### src/rtl/inst_prefetch_pkg.sv
// inst_prefetch_pkg: shared types and default widths for the instruction prefetch queue.
`default_nettype none

package inst_prefetch_pkg;

  localparam int PC_W_DEF   = 8;
  localparam int INST_W_DEF = 9;

  typedef enum logic [1:0] {
    S_IDLE = 2'd0,
    S_RUN  = 2'd1,
    S_STOP = 2'd2
  } state_t;

  typedef struct packed {
    logic [PC_W_DEF-1:0]   pc;
    logic [INST_W_DEF-1:0] inst;
  } entry_t;

endpackage

`default_nettype wire

### src/rtl/inst_fifo.sv
// inst_fifo: DEPTH-entry circular queue with push/pop/flush and occupancy output.
`default_nettype none

module inst_fifo
  import inst_prefetch_pkg::*;
#(
  parameter int  DEPTH = 4,
  parameter type T     = entry_t
) (
  input  logic                     clk,
  input  logic                     reset_n,
  input  logic                     push,
  input  T                         push_data,
  input  logic                     pop,
  input  logic                     flush,
  output T                         head,
  output logic [$clog2(DEPTH):0]   count
);

  localparam int AW = $clog2(DEPTH);

  T               mem [DEPTH];
  logic [AW-1:0]  wr_ptr;
  logic [AW-1:0]  rd_ptr;

  // Pointers wrap naturally because DEPTH is a power of two.
  always_ff @(posedge clk or negedge reset_n) begin
    if (!reset_n) begin
      wr_ptr <= '0;
      rd_ptr <= '0;
      count  <= '0;
    end else if (flush) begin
      wr_ptr <= '0;
      rd_ptr <= '0;
      count  <= '0;
    end else begin
      if (push) wr_ptr <= wr_ptr + 1'b1;
      if (pop)  rd_ptr <= rd_ptr + 1'b1;
      count <= count + {{AW{1'b0}}, push} - {{AW{1'b0}}, pop};
    end
  end

  always_ff @(posedge clk) begin
    if (push && !flush) mem[wr_ptr] <= push_data;
  end

  assign head = mem[rd_ptr];

endmodule

`default_nettype wire

### src/rtl/inst_prefetch.sv
// inst_prefetch: credit-based instruction fetch into a small queue with redirect/halt.
// Optional PREFETCH_STATS_EN adds saturating fetch_count/flush_count outputs.
`default_nettype none

module inst_prefetch
  import inst_prefetch_pkg::*;
#(
  parameter int DEPTH  = 4,
  parameter int PC_W   = PC_W_DEF,
  parameter int INST_W = INST_W_DEF
) (
  input  logic              clk,
  input  logic              reset_n,
  input  logic              start,
  output logic              rom_req,
  output logic [PC_W-1:0]   rom_addr,
  input  logic [INST_W-1:0] rom_data,
  output logic [INST_W-1:0] inst_out,
  output logic [PC_W-1:0]   inst_pc,
  output logic              inst_valid,
  input  logic              inst_ready,
  input  logic              redirect,
  input  logic [PC_W-1:0]   redirect_pc,
  input  logic              halt,
  output logic              halted
`ifdef PREFETCH_STATS_EN
  ,
  output logic [15:0]       fetch_count,
  output logic [15:0]       flush_count
`endif
);

  localparam int CW = $clog2(DEPTH) + 1;

  typedef struct packed {
    logic [PC_W-1:0]   pc;
    logic [INST_W-1:0] inst;
  } qentry_t;

  state_t           state, next_state;
  logic [PC_W-1:0]  pc;
  logic             inflight_v;
  logic [PC_W-1:0]  inflight_pc;
  logic [CW-1:0]    occ;
  qentry_t          head;
  qentry_t          push_entry;
  logic             flush, push, pop_req, credit_ok;

  assign flush     = start | redirect;
  // Redirect/start kill the response arriving this cycle.
  assign push      = inflight_v & ~flush;
  assign pop_req   = inst_valid & inst_ready;
  assign credit_ok = (int'(occ) + int'(inflight_v)) < DEPTH;
  assign push_entry = '{pc: inflight_pc, inst: rom_data};

  always_comb begin
    next_state = state;
    rom_req    = 1'b0;
    case (state)
      S_IDLE: if (!start) next_state = S_RUN;
      S_RUN: begin
        if (start)     next_state = S_IDLE;
        else if (halt) next_state = S_STOP;
        else           rom_req    = credit_ok & ~redirect;
      end
      S_STOP: if (start) next_state = S_IDLE;
      default: next_state = S_IDLE;
    endcase
  end

  always_ff @(posedge clk or negedge reset_n) begin
    if (!reset_n) begin
      state       <= S_IDLE;
      pc          <= '0;
      inflight_v  <= 1'b0;
      inflight_pc <= '0;
    end else begin
      state       <= next_state;
      inflight_v  <= rom_req;
      inflight_pc <= pc;
      if (start)         pc <= '0;
      else if (redirect) pc <= redirect_pc;
      else if (rom_req)  pc <= pc + 1'b1;
    end
  end

  inst_fifo #(
    .DEPTH (DEPTH),
    .T     (qentry_t)
  ) u_fifo (
    .clk       (clk),
    .reset_n   (reset_n),
    .push      (push),
    .push_data (push_entry),
    .pop       (pop_req),
    .flush     (flush),
    .head      (head),
    .count     (occ)
  );

  assign rom_addr   = pc;
  assign inst_valid = (occ != '0);
  assign inst_out   = inst_valid ? head.inst : '0;
  assign inst_pc    = inst_valid ? head.pc : '0;
  assign halted     = (state == S_STOP);

`ifdef PREFETCH_STATS_EN
  logic [16:0] killed;
  logic [16:0] flush_sum;

  always_comb begin
    killed = '0;
    if (flush) killed = 17'(occ) - 17'(pop_req) + 17'(inflight_v);
    flush_sum = {1'b0, flush_count} + killed;
  end

  always_ff @(posedge clk or negedge reset_n) begin
    if (!reset_n) begin
      fetch_count <= '0;
      flush_count <= '0;
    end else if (start) begin
      fetch_count <= '0;
      flush_count <= '0;
    end else begin
      if (push && fetch_count != 16'hFFFF) fetch_count <= fetch_count + 16'd1;
      flush_count <= flush_sum[16] ? 16'hFFFF : flush_sum[15:0];
    end
  end
`endif

endmodule

`default_nettype wire

### config.mk
export PLATFORM = sky130hd
export DESIGN_NAME = inst_prefetch
export DESIGN_NICKNAME = d
export VERILOG_FILES = /design/src/rtl/inst_prefetch_pkg.sv /design/src/rtl/inst_fifo.sv /design/src/rtl/inst_prefetch.sv
export SDC_FILE = /design/constraint.sdc
export NUM_CORES = 1
export LEC_CHECK = 0
export ABC_CLOCK_PERIOD_IN_PS = 3930
export CAP_MARGIN = 20
export CORE_ASPECT_RATIO = 1.75
export CORE_MARGIN = 4
export CORE_UTILIZATION = 45
export CTS_CLUSTER_DIAMETER = 100
export CTS_CLUSTER_SIZE = 14
export DETAILED_ROUTE_END_ITERATION = 7
export PLACE_DENSITY = 0.67
export SETUP_SLACK_MARGIN = 0.1
export SKIP_LAST_GASP = 1
export SLEW_MARGIN = 5
export SYNTH_ARGS = -nofsm -noshare
export SYNTH_HDL_FRONTEND = slang
export SYNTH_HIERARCHICAL = 1
export SYNTH_SLANG_ARGS = --single-unit
### constraint.sdc
create_clock -name clk -period 3.93 [get_ports clk]
set_input_delay 0.393 -clock clk [delete_from_list [all_inputs] [get_ports clk]]
set_output_delay 0.393 -clock clk [all_outputs]
set_load 0.05 [all_outputs]
; ---- After elaboration in Yosys (flattened, before gate mapping)
; Memory sizes are Yosys's and may differ from the RTL's.
; Cells that the tools add are included.
[totals]
regBits = 26
ramBits = 68
in_bits = 23
output_inout_bits = 28
wordCells = 54
memories = 1
[memory_table]
columns = memory, depth, word_bits, read_ports, rd_clocked_by_memory_dff, wr, line_no
row1 = u_fifo.mem, 4, 17, 1, 0, 1, inst_fifo.sv:22  ; T mem [DEPTH];
[op_classes]
addsub = 6
n_lt_le_gt_ge = 1
n_eq_ne = 5
mux = 20
n_bitwise = 6
reduce_logical = 8
[ops]
columns = op, n
row1 = two-way mux 8 bit, 4
row2 = two-way mux 2 bit, 8
row3 = two-way mux 9 bit, 1
row4 = adder 8 x 1 -> 8 bit (second input constant), 1
row5 = one-hot mux 2 bit (3 select lines), 1
row6 = nonzero test 3 bit, 2
row7 = two-way mux 1 bit, 5
row8 = adder 2 x 1 -> 2 bit (second input constant), 2
row9 = adder 3 x 1 -> 4 bit, 1
row10 = less-than comparator 4 x 3 -> 1 bit (second input constant), 1
row11 = inequality test 2 bit (second input constant), 2
row12 = nonzero test 2 bit, 2
row13 = adder 3 x 1 -> 3 bit, 1
row14 = AND 1 bit, 3
row15 = two-way mux 3 bit, 1
row16 = inequality test 3 bit (second input constant), 1
row17 = AND reduction 3 bit, 1
row18 = subtractor 3 x 1 -> 3 bit, 1
row19 = == test 2 x 1 -> 1 bit (second input constant), 1
row20 = == test 2 bit (second input constant), 1
row21 = logical NOT 2 bit, 1
row22 = NOT 1 bit, 2
row23 = logical AND 1 bit, 1
row24 = logical NOT 1 bit, 1
row25 = bitwise OR 1 bit, 1

; ---- Depth between registers and ports, before layout
[logic_depth]
depth_word = 9
ltp_mapped = 9
depth_no_buf = 9

; ---- Modules after synthesis
; The synthesis kept the hierarchy.
[modules_own_cells]
columns = mod, instances, cells_per_inst, area_per_inst_um2, seq_area_each_um2
row1 = inst_fifo, 1, 126, 2877.8, 2217.1
row2 = inst_prefetch, 1, 105, 1022.2, 475.5

; ---- Worst setup path after synthesis
; No wires, ideal clock.
[synth_timing]
path_kind = flip-flop to output port
start = reg state[1]
end = out rom_req
arrival_time_ps = 2221
required_ps = 3537
setup_slack_ps = 1316
stages_incl_launch_ff = 4
n_path_buf = 1
path_cell_list = dfrtp_1 -> or4b_4 -> buf_6 -> nor3_1
[synth_via]
elab_chain_len = 2
[synth_lines]
columns = item, line_no
row1 = start: declaration, inst_prefetch.sv:40  ; state_t state, next_state;
row2 = start signal: assignment, inst_prefetch.sv:78  ; state <= next_state;
row3 = == test 2 x 1 -> 1 bit, inst_prefetch.sv:59  ; case (state)
row4 = two-way mux 1 bit, inst_prefetch.sv:59
row5 = end: declaration, inst_prefetch.sv:15  ; output logic rom_req,
; Every way passes these cells.

==> impl_metrics.py <==
metrics = {
    "status": {
        "run_status": "finished, final reports clean",
    },
    "clock_tree": {
        "insertion_delay_ns": 0.34,
        "hold_buffers": 0,
        "root_buffer": "clkbuf_16",
        "cts.clk_slew.worst_paths_ns": 0.06,
        "htree_levels": 3,
        "cts_tree": "done",
        "post_cts_resized": 0,
        "cts.sinks": 94,
        "cts_setup_buffers": 0,
        "cts-buffers-inserted": 9,
        "cts_buffer_depth": 2,
    },
    "grt": {
        "grt.total_usage_pct": 14.1,
        "overflow": 0,
        "grt_pass1_wl_um": 10800,
        "grt_max_degree": 25,
        "antenna_found_initial": 0,
        "grt_pass1_vias": 2179,
    },
    "sta": {
        "finalCritPeriodShare_pct": 78.3,
        "drv_slew": 0,
        "hold_violations": 0,
        "final.setup_skew_ns": 0.00709,
        "timing.fmax_mhz": 325,
        "period_minus_slack_ns": 3.08,
        "rsz0062_at_grt": "false",
        "setup_violations": 0,
        "fin_tns_setup_ns": 0,
        "relSlewSlack_pct": 43.2,
        "whs_ns": 0.327,
        "worst_pin_slew_ns": 0.840,
    },
    "yosys": {
        "synth-async-reset-ratio_pct": 27.7,
        "synth_edf_count": 68,
        "yosys-top-cells-area": "edfxtp_1 (52%), dfrtp_1 (17%), mux4_2 (9.8%)",
        "yosysTopAreaCell": "edfxtp_1",
        "syn-num-nets": 262,
        "synth-seq-cells": 94,
        "synth-seq-area-share_pct": 69.0,
        "synth_area_sq_um": 3900,
        "netlist.area_leader.share_pct": 52.4,
        "synth.avg_cell_area_sq_um": 16.9,
        "synthesis.instances": 231,
        "synth.distinct_cells": 42,
        "synth_ff_type": "edfxtp_1",
        "yosys_warnings": 6,
    },
    "setup_path": {
        "cp_max_fo": 13,
        "cp-startpoint": "u_fifo/rd_ptr[0]",
        "cp_num_buf_inv": 2,
        "reg2regPathDepth": 10,
        "worstSetupPathDepth": 4,
        "cp-start-kind": "register",
        "slowest_delay_ns": 0.70,
        "rr_endpoint": "u_fifo/count[2]",
        "r2r-start": "u_fifo/count[1]",
        "crit_type": "reg -> out",
        "worstPathCellList": "buf_4 > mux4_2 > nor2b_1 > clkdlybuf4s50_1",
        "cp-end-kind": "output pin",
        "arrival_ns": 2.68,
        "crit_family": "buffers and inverters",
        "critical_path.slowest_cell": "clkdlybuf4s50_1",
        "r2r_setup_slack_ns": 1.66,
        "required_ns": 3.54,
        "crit_end": "inst_pc[1]",
    },
    "layout": {
        "drive_above_1_share_pct": 15.6,
        "syn_to_final_growth_pct": 23.5,
        "n_antenna_cell": 0,
        "nets": 321,
        "fillCellCount": 711,
    },
    "placed_design": {
        "dp_hpwl_um": 4590,
        "port_buffers": 50,
        "place_congestion": 0.829,
    },
    "routing": {
        "drt-total-wl_um": 6570,
        "ant_nets": 0,
        "post_drt_wl_per_cell_um": 16.0,
        "dr.pass1.iters": 5,
        "drt_iter0_drc": 131,
        "post_drt_via_cell_ratio": 5.24,
        "remaining_drc_errors": 0,
        "vias": 2149,
    },
    "floorplan": {
        "start_util_pct": 46.6,
        "core_area_sq_um": 8370,
        "fp.dieH_um": 131,
        "row_count": 44,
        "die_x_um": 78.4,
        "die_area_sq_um": 10300,
        "io-pin-count": 51,
    },
    "power": {
        "vdd_drop_max_mv": 0.202,
        "cellLeakagePower_nw": 1.67,
        "power_density_nw_per_um2": 410,
    },
    "worst_hold_path": {
        "hold_path_class": "in -> async",
    },
    "flow_run": {
        "max_cap_violations": 0,
    },
}
-- layout by cell type, fill, tap and decap left out, types with 2 or more instances in the layout --
| cell type | instances |
|---|---|
| edfxtp_1 | 68 |
| clkdlybuf4s50_1 | 50 |
| dfrtp_1 | 26 |
| nor2b_1 | 23 |
| mux4_2 | 17 |
| nor2_1 | 14 |
| inv_1 | 11 |
| clkbuf_16 | 9 |
| ha_1 | 7 |
| buf_4 | 7 |
| nand3_1 | 5 |
| a311oi_1 | 4 |
| inv_4 | 4 |
| and2_1 | 4 |
| o41a_1 | 3 |
| o31ai_1 | 3 |
| or2_2 | 2 |
| a211oi_1 | 2 |
| nand4_1 | 2 |
| nor4_1 | 2 |
| nand2_1 | 2 |
| a21oi_1 | 2 |
| or4_1 | 2 |
| o21ai_0 | 2 |
| clkinv_2 | 2 |
| xnor2_1 | 2 |
-- Yosys cell counts, types with 2 or more instances --
master,count
inv_1,11
nor4_1,2
clkbuf_1,5
xnor2_1,2
a21oi_1,2
o21ai_0,2
and2_1,4
nor2b_1,23
buf_6,3
nor2_1,14
nand2_1,2
ha_1,7
edfxtp_1,68
o31ai_1,3
nand3_1,5
mux4_2,17
a311oi_1,4
or4_1,2
nand4_1,2
o41a_1,3
dfrtp_1,26
a211oi_1,2
or2_2,2
nor3_1,2
-- state kept, by name (all words and copies together) (netlist names) --
signal	flops
inflight_pc	8
inflight_v	1
rom_addr	8
state	2
u_fifo/count	3
u_fifo/mem	68
u_fifo/rd_ptr	2
u_fifo/wr_ptr	2
-- worst min-delay path by stage --
stage	startpoint	endpoint	slack [ns]	cells after the start
after global placement	rom_addr[7]	inflight_pc[7]	0.43	0
after CTS	rom_addr[7]	inflight_pc[7]	0.45	0
final	reset_n	inflight_pc[4]	0.33	1
after global routing	reset_n	inflight_pc[4]	0.34	1
after detailed placement	rom_addr[7]	inflight_pc[7]	0.43	0
after floorplan	reset_n	inflight_pc[0]	0.1	0
-- cell type report --
type	instances	area [sq um]	share of cell area, %
inverters	11	41.3	0.857
clock inverters	6	35.0	0.727
flip-flops and latches	94	2690	55.9
repair buffers	58	568	11.8
multi-input cells	116	1110	23.0
well taps	115	144	2.99
clock buffers	10	229	4.75
-- stage by stage --
| step | setup slack, ns | power, mW | utilization [%] | std cells | cell area [sq um] |
|---|---|---|---|---|---|
| 4_1_cts | 0.771 | 2.00 | 57.4 | 409 | 4800 |
| 3_3_place_gp | 0.947 | 1.23 | 54.2 | 393 | 4540 |
| 2_1_floorplan | 1.32 | 1.17 | - | 231 | 3900 |
| 6_report | 0.852 | 1.98 | 57.6 | 410 | 4820 |
| 3_5_place_dp | 0.949 | 1.23 | 54.2 | 393 | 4540 |
| 5_1_grt | 0.687 | 2.06 | 57.6 | 410 | 4820 |
-- power breakdown --
part | internal, mW | total [mW] | switching (mW)
Clock | 0.427 | 0.762 | 0.335
Combinational | 0.0505 | 0.115 | 0.0647
Sequential | 1.08 | 1.10 | 0.0180
-- logic make-up (layout without fill, tap and decap cells) --
| kind of cell | count (synthesis) | count (layout) | share of synthesized area [%] |
|---|---|---|---|
| AND/OR/NAND/NOR | 64 | 64 | 9.43 |
| flip-flops | 94 | 94 | 69.0 |
| multiplexers | 18 | 18 | 10.1 |
| XOR/XNOR | 3 | 3 | 1.03 |
| adder cells (fa/ha/maj) | 8 | 8 | 2.76 |
| AO/OA/AOI/OAI | 23 | 23 | 4.94 |
| buffers and inverters | 21 | 85 | 2.73 |
-- routing by layer --
layer	up-vias	part of all wire [%]	global-route usage, %
li1	1010	-	-
met1	1075	36	15.3
met2	53	57	24.5
met3	11	4.6	4.32
met4	0	2.2	7.00
met5	-	0	0
Power figures use the tool's default switching activity.
